===== config.mk =====
export PLATFORM = sky130hd
export DESIGN_NAME = generador_pasos_step
export DESIGN_NICKNAME = d
export VERILOG_FILES = /design/src/rtl/generador_pasos_step.sv
export SDC_FILE = /design/constraint.sdc
export NUM_CORES = 1
export LEC_CHECK = 0
export CORE_MARGIN = 1.5
export CORE_UTILIZATION = 25
export DETAILED_ROUTE_END_ITERATION = 8
export HOLD_SLACK_MARGIN = 0.03
export SKIP_CTS_REPAIR_TIMING = 1
export SYNTH_ARGS = -nofsm -noshare
export SYNTH_HDL_FRONTEND = slang
export SYNTH_SLANG_ARGS = --single-unit
export TNS_END_PERCENT = 100

===== constraint.sdc =====
create_clock -name clk -period 6.5 [get_ports clk]
set_input_delay 0.65 -clock clk [delete_from_list [all_inputs] [get_ports clk]]
set_output_delay 0.65 -clock clk [all_outputs]
set_load 0.01 [all_outputs]

===== src/rtl/generador_pasos_step.sv =====
// STEP pulse sequencer for an A4988 driver: latches DIR/MS when a move starts,
// then emits numPasos STEP pulses periodo cycles apart, honouring setup and min high/low times.
module generador_pasos_step #(
  parameter int unsigned STEP_HIGH_CYC = 50,
  parameter int unsigned SETUP_CYC     = 25,
  parameter int unsigned PERIOD_W      = 24,
  parameter int unsigned COUNT_W       = 16
) (
  input  logic                clk,
  input  logic                rst,
  input  logic                start,
  input  logic                stop,
  input  logic [COUNT_W-1:0]  numPasos,
  input  logic [PERIOD_W-1:0] periodo,
  input  logic                dirIn,
  input  logic [2:0]          msIn,
  output logic                STEP,
  output logic                DIR,
  output logic [2:0]          MS,
  output logic                busy,
  output logic                done,
  output logic [COUNT_W-1:0]  pasosRestantes,
  output logic [2:0]          o_dbg_state
);

  typedef enum logic [2:0] {
    S_IDLE  = 3'd0,
    S_SETUP = 3'd1,
    S_HIGH  = 3'd2,
    S_LOW   = 3'd3,
    S_DONE  = 3'd4
  } state_t;

  localparam logic [PERIOD_W-1:0] P_MIN      = PERIOD_W'(2 * STEP_HIGH_CYC);
  localparam logic [PERIOD_W-1:0] HIGH_LAST  = PERIOD_W'(STEP_HIGH_CYC - 1);
  localparam logic [PERIOD_W-1:0] SETUP_LAST = PERIOD_W'(SETUP_CYC - 1);
  localparam logic [PERIOD_W-1:0] LOW_OFFS   = PERIOD_W'(STEP_HIGH_CYC + 1);

  state_t              r_state;
  logic [PERIOD_W-1:0] r_cnt;
  logic [PERIOD_W-1:0] r_low_last;
  logic                r_abort;
  logic                r_step;
  logic                r_dir;
  logic [2:0]          r_ms;
  logic                r_busy;
  logic                r_done;
  logic [COUNT_W-1:0]  r_rest;

  logic [PERIOD_W-1:0] w_per_cl;
  logic [PERIOD_W-1:0] w_low_last_in;
  logic                w_abort;
  logic                w_rest_zero;
  logic [COUNT_W-1:0]  w_rest_dec;
  logic                w_low_exit;

  // Short periods are clamped so LOW can never be shorter than the minimum low time.
  assign w_per_cl      = (periodo < P_MIN) ? P_MIN : periodo;
  assign w_low_last_in = w_per_cl - LOW_OFFS;
  assign w_abort       = r_abort | stop;
  assign w_rest_zero   = (r_rest == '0);
  assign w_rest_dec    = w_rest_zero ? r_rest : (r_rest - COUNT_W'(1));
  // An abort shortens LOW to the minimum low time, or ends it at once if that has already elapsed.
  assign w_low_exit    = (r_cnt == r_low_last) || (w_abort && (r_cnt >= HIGH_LAST));

  always_ff @(posedge clk) begin
    if (rst) begin
      r_state    <= S_IDLE;
      r_cnt      <= '0;
      r_low_last <= '0;
      r_abort    <= 1'b0;
      r_step     <= 1'b0;
      r_dir      <= 1'b0;
      r_ms       <= 3'b000;
      r_busy     <= 1'b0;
      r_done     <= 1'b0;
      r_rest     <= '0;
    end else begin
      r_done <= 1'b0;
      case (r_state)
        S_IDLE: begin
          if (start && !stop) begin
            r_dir      <= dirIn;
            r_ms       <= msIn;
            r_rest     <= numPasos;
            r_low_last <= w_low_last_in;
            r_cnt      <= '0;
            if (numPasos != '0) begin
              r_state <= S_SETUP;
              r_busy  <= 1'b1;
            end else begin
              r_state <= S_DONE;
              r_done  <= 1'b1;
            end
          end
        end
        S_SETUP: begin
          if (stop) begin
            r_state <= S_DONE;
            r_busy  <= 1'b0;
            r_done  <= 1'b1;
          end else if (r_cnt == SETUP_LAST) begin
            r_state <= S_HIGH;
            r_step  <= 1'b1;
            r_cnt   <= '0;
            r_rest  <= w_rest_dec;
          end else begin
            r_cnt <= r_cnt + PERIOD_W'(1);
          end
        end
        S_HIGH: begin
          r_abort <= w_abort;
          if (r_cnt == HIGH_LAST) begin
            r_state <= S_LOW;
            r_step  <= 1'b0;
            r_cnt   <= '0;
          end else begin
            r_cnt <= r_cnt + PERIOD_W'(1);
          end
        end
        S_LOW: begin
          r_abort <= w_abort;
          if (w_low_exit) begin
            if (w_rest_zero || w_abort) begin
              r_state <= S_DONE;
              r_busy  <= 1'b0;
              r_done  <= 1'b1;
            end else begin
              r_state <= S_HIGH;
              r_step  <= 1'b1;
              r_cnt   <= '0;
              r_rest  <= w_rest_dec;
            end
          end else begin
            r_cnt <= r_cnt + PERIOD_W'(1);
          end
        end
        S_DONE: begin
          r_abort <= 1'b0;
          r_state <= S_IDLE;
        end
        default: begin
          r_state <= S_IDLE;
          r_step  <= 1'b0;
          r_busy  <= 1'b0;
        end
      endcase
    end
  end

  assign STEP           = r_step;
  assign DIR            = r_dir;
  assign MS             = r_ms;
  assign busy           = r_busy;
  assign done           = r_done;
  assign pasosRestantes = r_rest;
  assign o_dbg_state    = r_state;

endmodule


==> out/summary.txt <==
Maximum VDD drop = 0.126 mV
PD cells = 257 nW/um^2
Die area = 18900 sq um
Setup WS post-layout = 2.16 ns
Most numerous cell in the Yosys netlist = dfxtp_1
Pre-CTS setup slack = 1.80 ns
Fin nets = 690
CTS H-Tree Depth = 3
Io pins = 74
Reg-to-reg slack, setup = 3.09 ns
Gate Count Post-Synth = 584
Combinational family with the most area after synthesis = simple AND/OR/NAND/NOR gates
Worst slew pin tran = 1.06 ns
Compound-gate portion of the synthesized area = 0.201
Seq/Total Area, Yosys = 0.333
Final setup TNS = 0 ns
Crit share post-route = 0.668
Setup crit end kind = flop
Router iterations before antenna repair = 5
Yosys top cell area share = 0.333
Via-per-instance ratio = 4.99
Critical path peak fanout = 9
Worst Path Arrival = 4.52 ns
DRT iter0 DRCs = 264
Gr ovfl total = 0
Simple-Gate Fraction of Synth Area = 0.290
P_leak = 0.00182 uW
TritonCTS Buffers = 9
DR DRC count = 0
Clk Latency, worst-skew pair = 0.34 ns
Detailed Route WL = 12200 um
Fin. max-slew vios = 0
Clock root cell = clkbuf_16
Ant. Diodes = 0
Total clock sinks = 75
Antenna viol nets, final = 0
Mapped Avg Cell Area = 7.73 sq um
Post-synth EDFFs = 0
Commonest cells post-synth = dfxtp_1, nor2_1, nand2_1, xnor2_1, a21oi_1
Area growth syn-to-layout = 26.0%
Largest net degree at the start of global routing = 49
Die W = 137 um
Port Buf Inserts = 73
Status = finished clean
#FFs+latches synth = 75
FP Rows = 48
Crit start category = input port
Min Hold Slack = 0.458 ns
Finished Layout Cells = 865
Area share of fa/ha/maj cells after synthesis = 0.0166
Critical path class = in2reg
Netlist Area Pre-Place = 4510 sq um
Layout cells sized above 1 = 0.0453
Routed len/inst = 14.1 um
Ys flop type = dfxtp_1
CTS tree = done
Max-Cap Viols = 0
Core area = 17500 sq um
Peak Freq = 0.230 GHz
Synth top area cells = dfxtp_1, xnor2_1, nor2_1
Via count of the routed design = 4317
GRT Resource Usage Total = 0.134
Clk slew on worst S/H paths = 0.06 ns
Placed insts = 850
Initial antenna violation count = 0
Final-report setup violation count = 0
Die height = 137 um
Post-synth top area cell = dfxtp_1
Share of synthesized registers carrying an async set or reset = 0
Clk buf depth = 2
Initial Util = 0.258
Mux share of post-synthesis cell area = 0.0136
Fin crit period = 4.34 ns
Worst Hold Class = reg2reg
RSZ-0062 raised after global routing = no
Global-route wire length before repair = 20000 um
Yosys cell types = 60
Placer Congestion = 0.837
Post-DP HPWL = 9010 um
Worst rel slew slack = 0.294
Hold Vio Cnt, Final = 0
CP required = 6.68 ns
Number of global-route vias before repair = 3998
Ys Warns = 0
Syn_nets = 638
XOR/XNOR Fraction of Synth Area = 0.103
Clk_skew = 0.00957 ns
## layout make-up
type                       instances  area, sq um
clock inverter                     3         25.0
tap                              225          282
sequential                        75         1500
clock buffer                      12          246
inverter                          13         48.8
fill                            1861        11800
multi-input combinational        460         2830
timing repair buffer              77          756
## worst paths after layout
check	from	end	depth (start not counted)
hold / removal	MS[0]	MS[0]	2
hold reg to reg	MS[0]	MS[0]	2
setup reg to reg	r_cnt[3]	r_cnt[10]	7
setup / recovery	periodo[7]	r_low_last[10]	13
## per-layer routing
| metal | global-route usage | wire [um] | vias up |
|---|---|---|---|
| met2 | 0.214 | 5600 | 74 |
| met3 | 0.0243 | 374 | 25 |
| met4 | 0.0626 | 329 | 0 |
| met5 | 0 | 0 | - |
| met1 | 0.175 | 5860 | 1982 |
| li1 | - | - | 2236 |
## flip-flops by register name, summed over array words and instances, names as in the netlist
| name | flops |
|---|---|
| r_cnt | 24 |
| r_low_last | 24 |
| pasosRestantes | 16 |
| MS | 3 |
| o_dbg_state | 3 |
| DIR | 1 |
| STEP | 1 |
| busy | 1 |
| done | 1 |
| r_abort | 1 |
## per-stage QoR
stage          total power, uW   util  cell area, sq um
2_1_floorplan              843      -              4510
3_3_place_gp              1010  0.310              5420
3_5_place_dp              1010  0.310              5420
4_1_cts                   1480  0.325              5690
5_1_grt                   1550  0.325              5690
6_report                  1460  0.325              5690
## kinds of logic after synthesis
kind of cell,after synthesis
flops,75
simple gates,256
xor+xnor,53
compound gates,139
buf+inv,49
mux,6
fa+ha+maj,6
## placed cells by master, fill, tap and decap left out, types with 22 or more instances in the layout
cell type	instances
nor2_1	72
a211oi_1	22
clkdlybuf4s50_1	72
nor3_1	25
nor4_1	23
o21ai_0	31
dfxtp_1	75
a21oi_1	38
nand2_1	51
xnor2_1	41
## worst max-delay path, stage by stage
cell	delay, ns
clkdlybuf4s50_1	0.48
or4_1	0.65
nand2b_1	0.30
or4_1	0.70
and2_1	0.24
ha_1	0.21
nor3_1	0.24
or2_2	0.19
nand2b_1	0.06
nand2b_1	0.26
nor4_1	0.29
xnor2_1	0.16
a211oi_1	0.08
## power breakdown
group	internal (uW)	switching, uW	total (uW)
registers	502	48.4	550
clock network	268	194	463
logic	203	246	449
Power figures use the tool's default switching activity.
==> variant, RTL diff (same settings) <==
Set the parameter `COUNT_W` to 14 (it was 16).
--- a/src/rtl/generador_pasos_step.sv
+++ b/src/rtl/generador_pasos_step.sv
@@ -5,5 +5,5 @@
   parameter int unsigned SETUP_CYC     = 25,
   parameter int unsigned PERIOD_W      = 24,
-  parameter int unsigned COUNT_W       = 16
+  parameter int unsigned COUNT_W       = 14
 ) (
   input  logic                clk,
Ports: changed (resized numPasos and pasosRestantes); port bits go from 74 to 70. The function was not compared with the original's and may differ.
==> variant against the unedited design <==
- critical path depth down 1
- final area down 0.15%
- first-iteration DRC count up 14%
- clock power up 19%
- count of clock-buffer cells in the layout down 3
- area after synthesis down 0.17%
- worst setup slack better by 380 ps
- combinational power down 33%
- total power down 7.5%
- sequential cell count down 2
- routed wire length up 2.2%
- sequential power down 9.3%
- core utilization down 0.050 points
- largest cell class unchanged
==> variant: results (changes against the unedited design) <==
Pwr
The relative contribution of the clock network to total power is 0.406 (+0.089). The power density over cell area came to 238 mW/mm² (-7.4%). The power in combinational cells is 0.303 mW (-33%). The worst supply voltage drop on vdd is 0.119 mV (-5.7%). The internal power summed over all cells came to 0.946 mW (-2.7%).

Finish
The register area is 0.00146 mm² (-2.7%). The area of combinational cells with multiple inputs is 0.00280 mm² (-0.93%). The inverter count is 15 (+2). The area share of buffers outside the clock network is 0.132 (-0.000676).

Place
The cell count after placement is 822 (-3.3%). The port buffer count is 69 (-5.5%). The detailed placement HPWL is 8930 µm (-0.92%). The final weighted congestion of routability-driven global placement is 0.832 (-0.57%).

Detailed routing
The total routed wirelength is 12400 µm (+2.2%).

Global route
The met1 track demand over resource in global routing is 0.188 (+0.0127). The global-route met2 utilization came to 0.211 (-0.00363). The number of global-route vias before repair is 3831 (-4.2%). The global routing usage summed across all routing layers was 0.136 (+0.00156).

The global routing met3 resource utilization is 0.0258 (+0.00147).

Logic synthesis
The cell count after synthesis is 558 (-4.5%). The distinct cell type count after synthesis came to 66 (+10%). The post-synthesis sequential area ratio is 0.324 (-0.00833). The number of register bits inferred by synthesis came to 73 (-2.7%).

Setup path
The register-to-register path setup slack is 3350 ps (+260 ps). The critical path arrival is 4180 ps (-340 ps). The top fanout value on the critical path came to 7 (-2).

The last element of the critical path is r_low_last[22]$_SDFFE_PP0P_.

Run status
The flow ran to the end, and the final reports show no timing, DRC or antenna violations.
## variant: cell types whose count changed after synthesis, sizes merged, moves of 7 or more
cell	delta
nand2b	-8
a311oi	-8
nor2	-23
a21oi	+22
xnor2	-25
nor3	-7
xor2	+25
nand2	-9
o211ai	+10
o32ai	+7
a211oi	-16
## variant: layer usage
layer,share of wire,vias to the layer above
li1,-,2164
met2,0.47,106
met4,0.017,0
met3,0.041,13
met5,0,-
met1,0.47,2027
## variant: logic make-up (layout without fill, tap and decap cells)
logic type | count (synthesis) | after routing | synth area share
and+or+nand+nor | 215 | 215 | 0.265
xor gates and xnor gates | 53 | 53 | 0.103
DFF | 73 | 73 | 0.324
buffers and inverters | 53 | 108 | 0.0552
adders and majority gates | 6 | 6 | 0.0167
muxes | 2 | 2 | 0.00444
AOI/OAI and AO/OA | 156 | 156 | 0.232
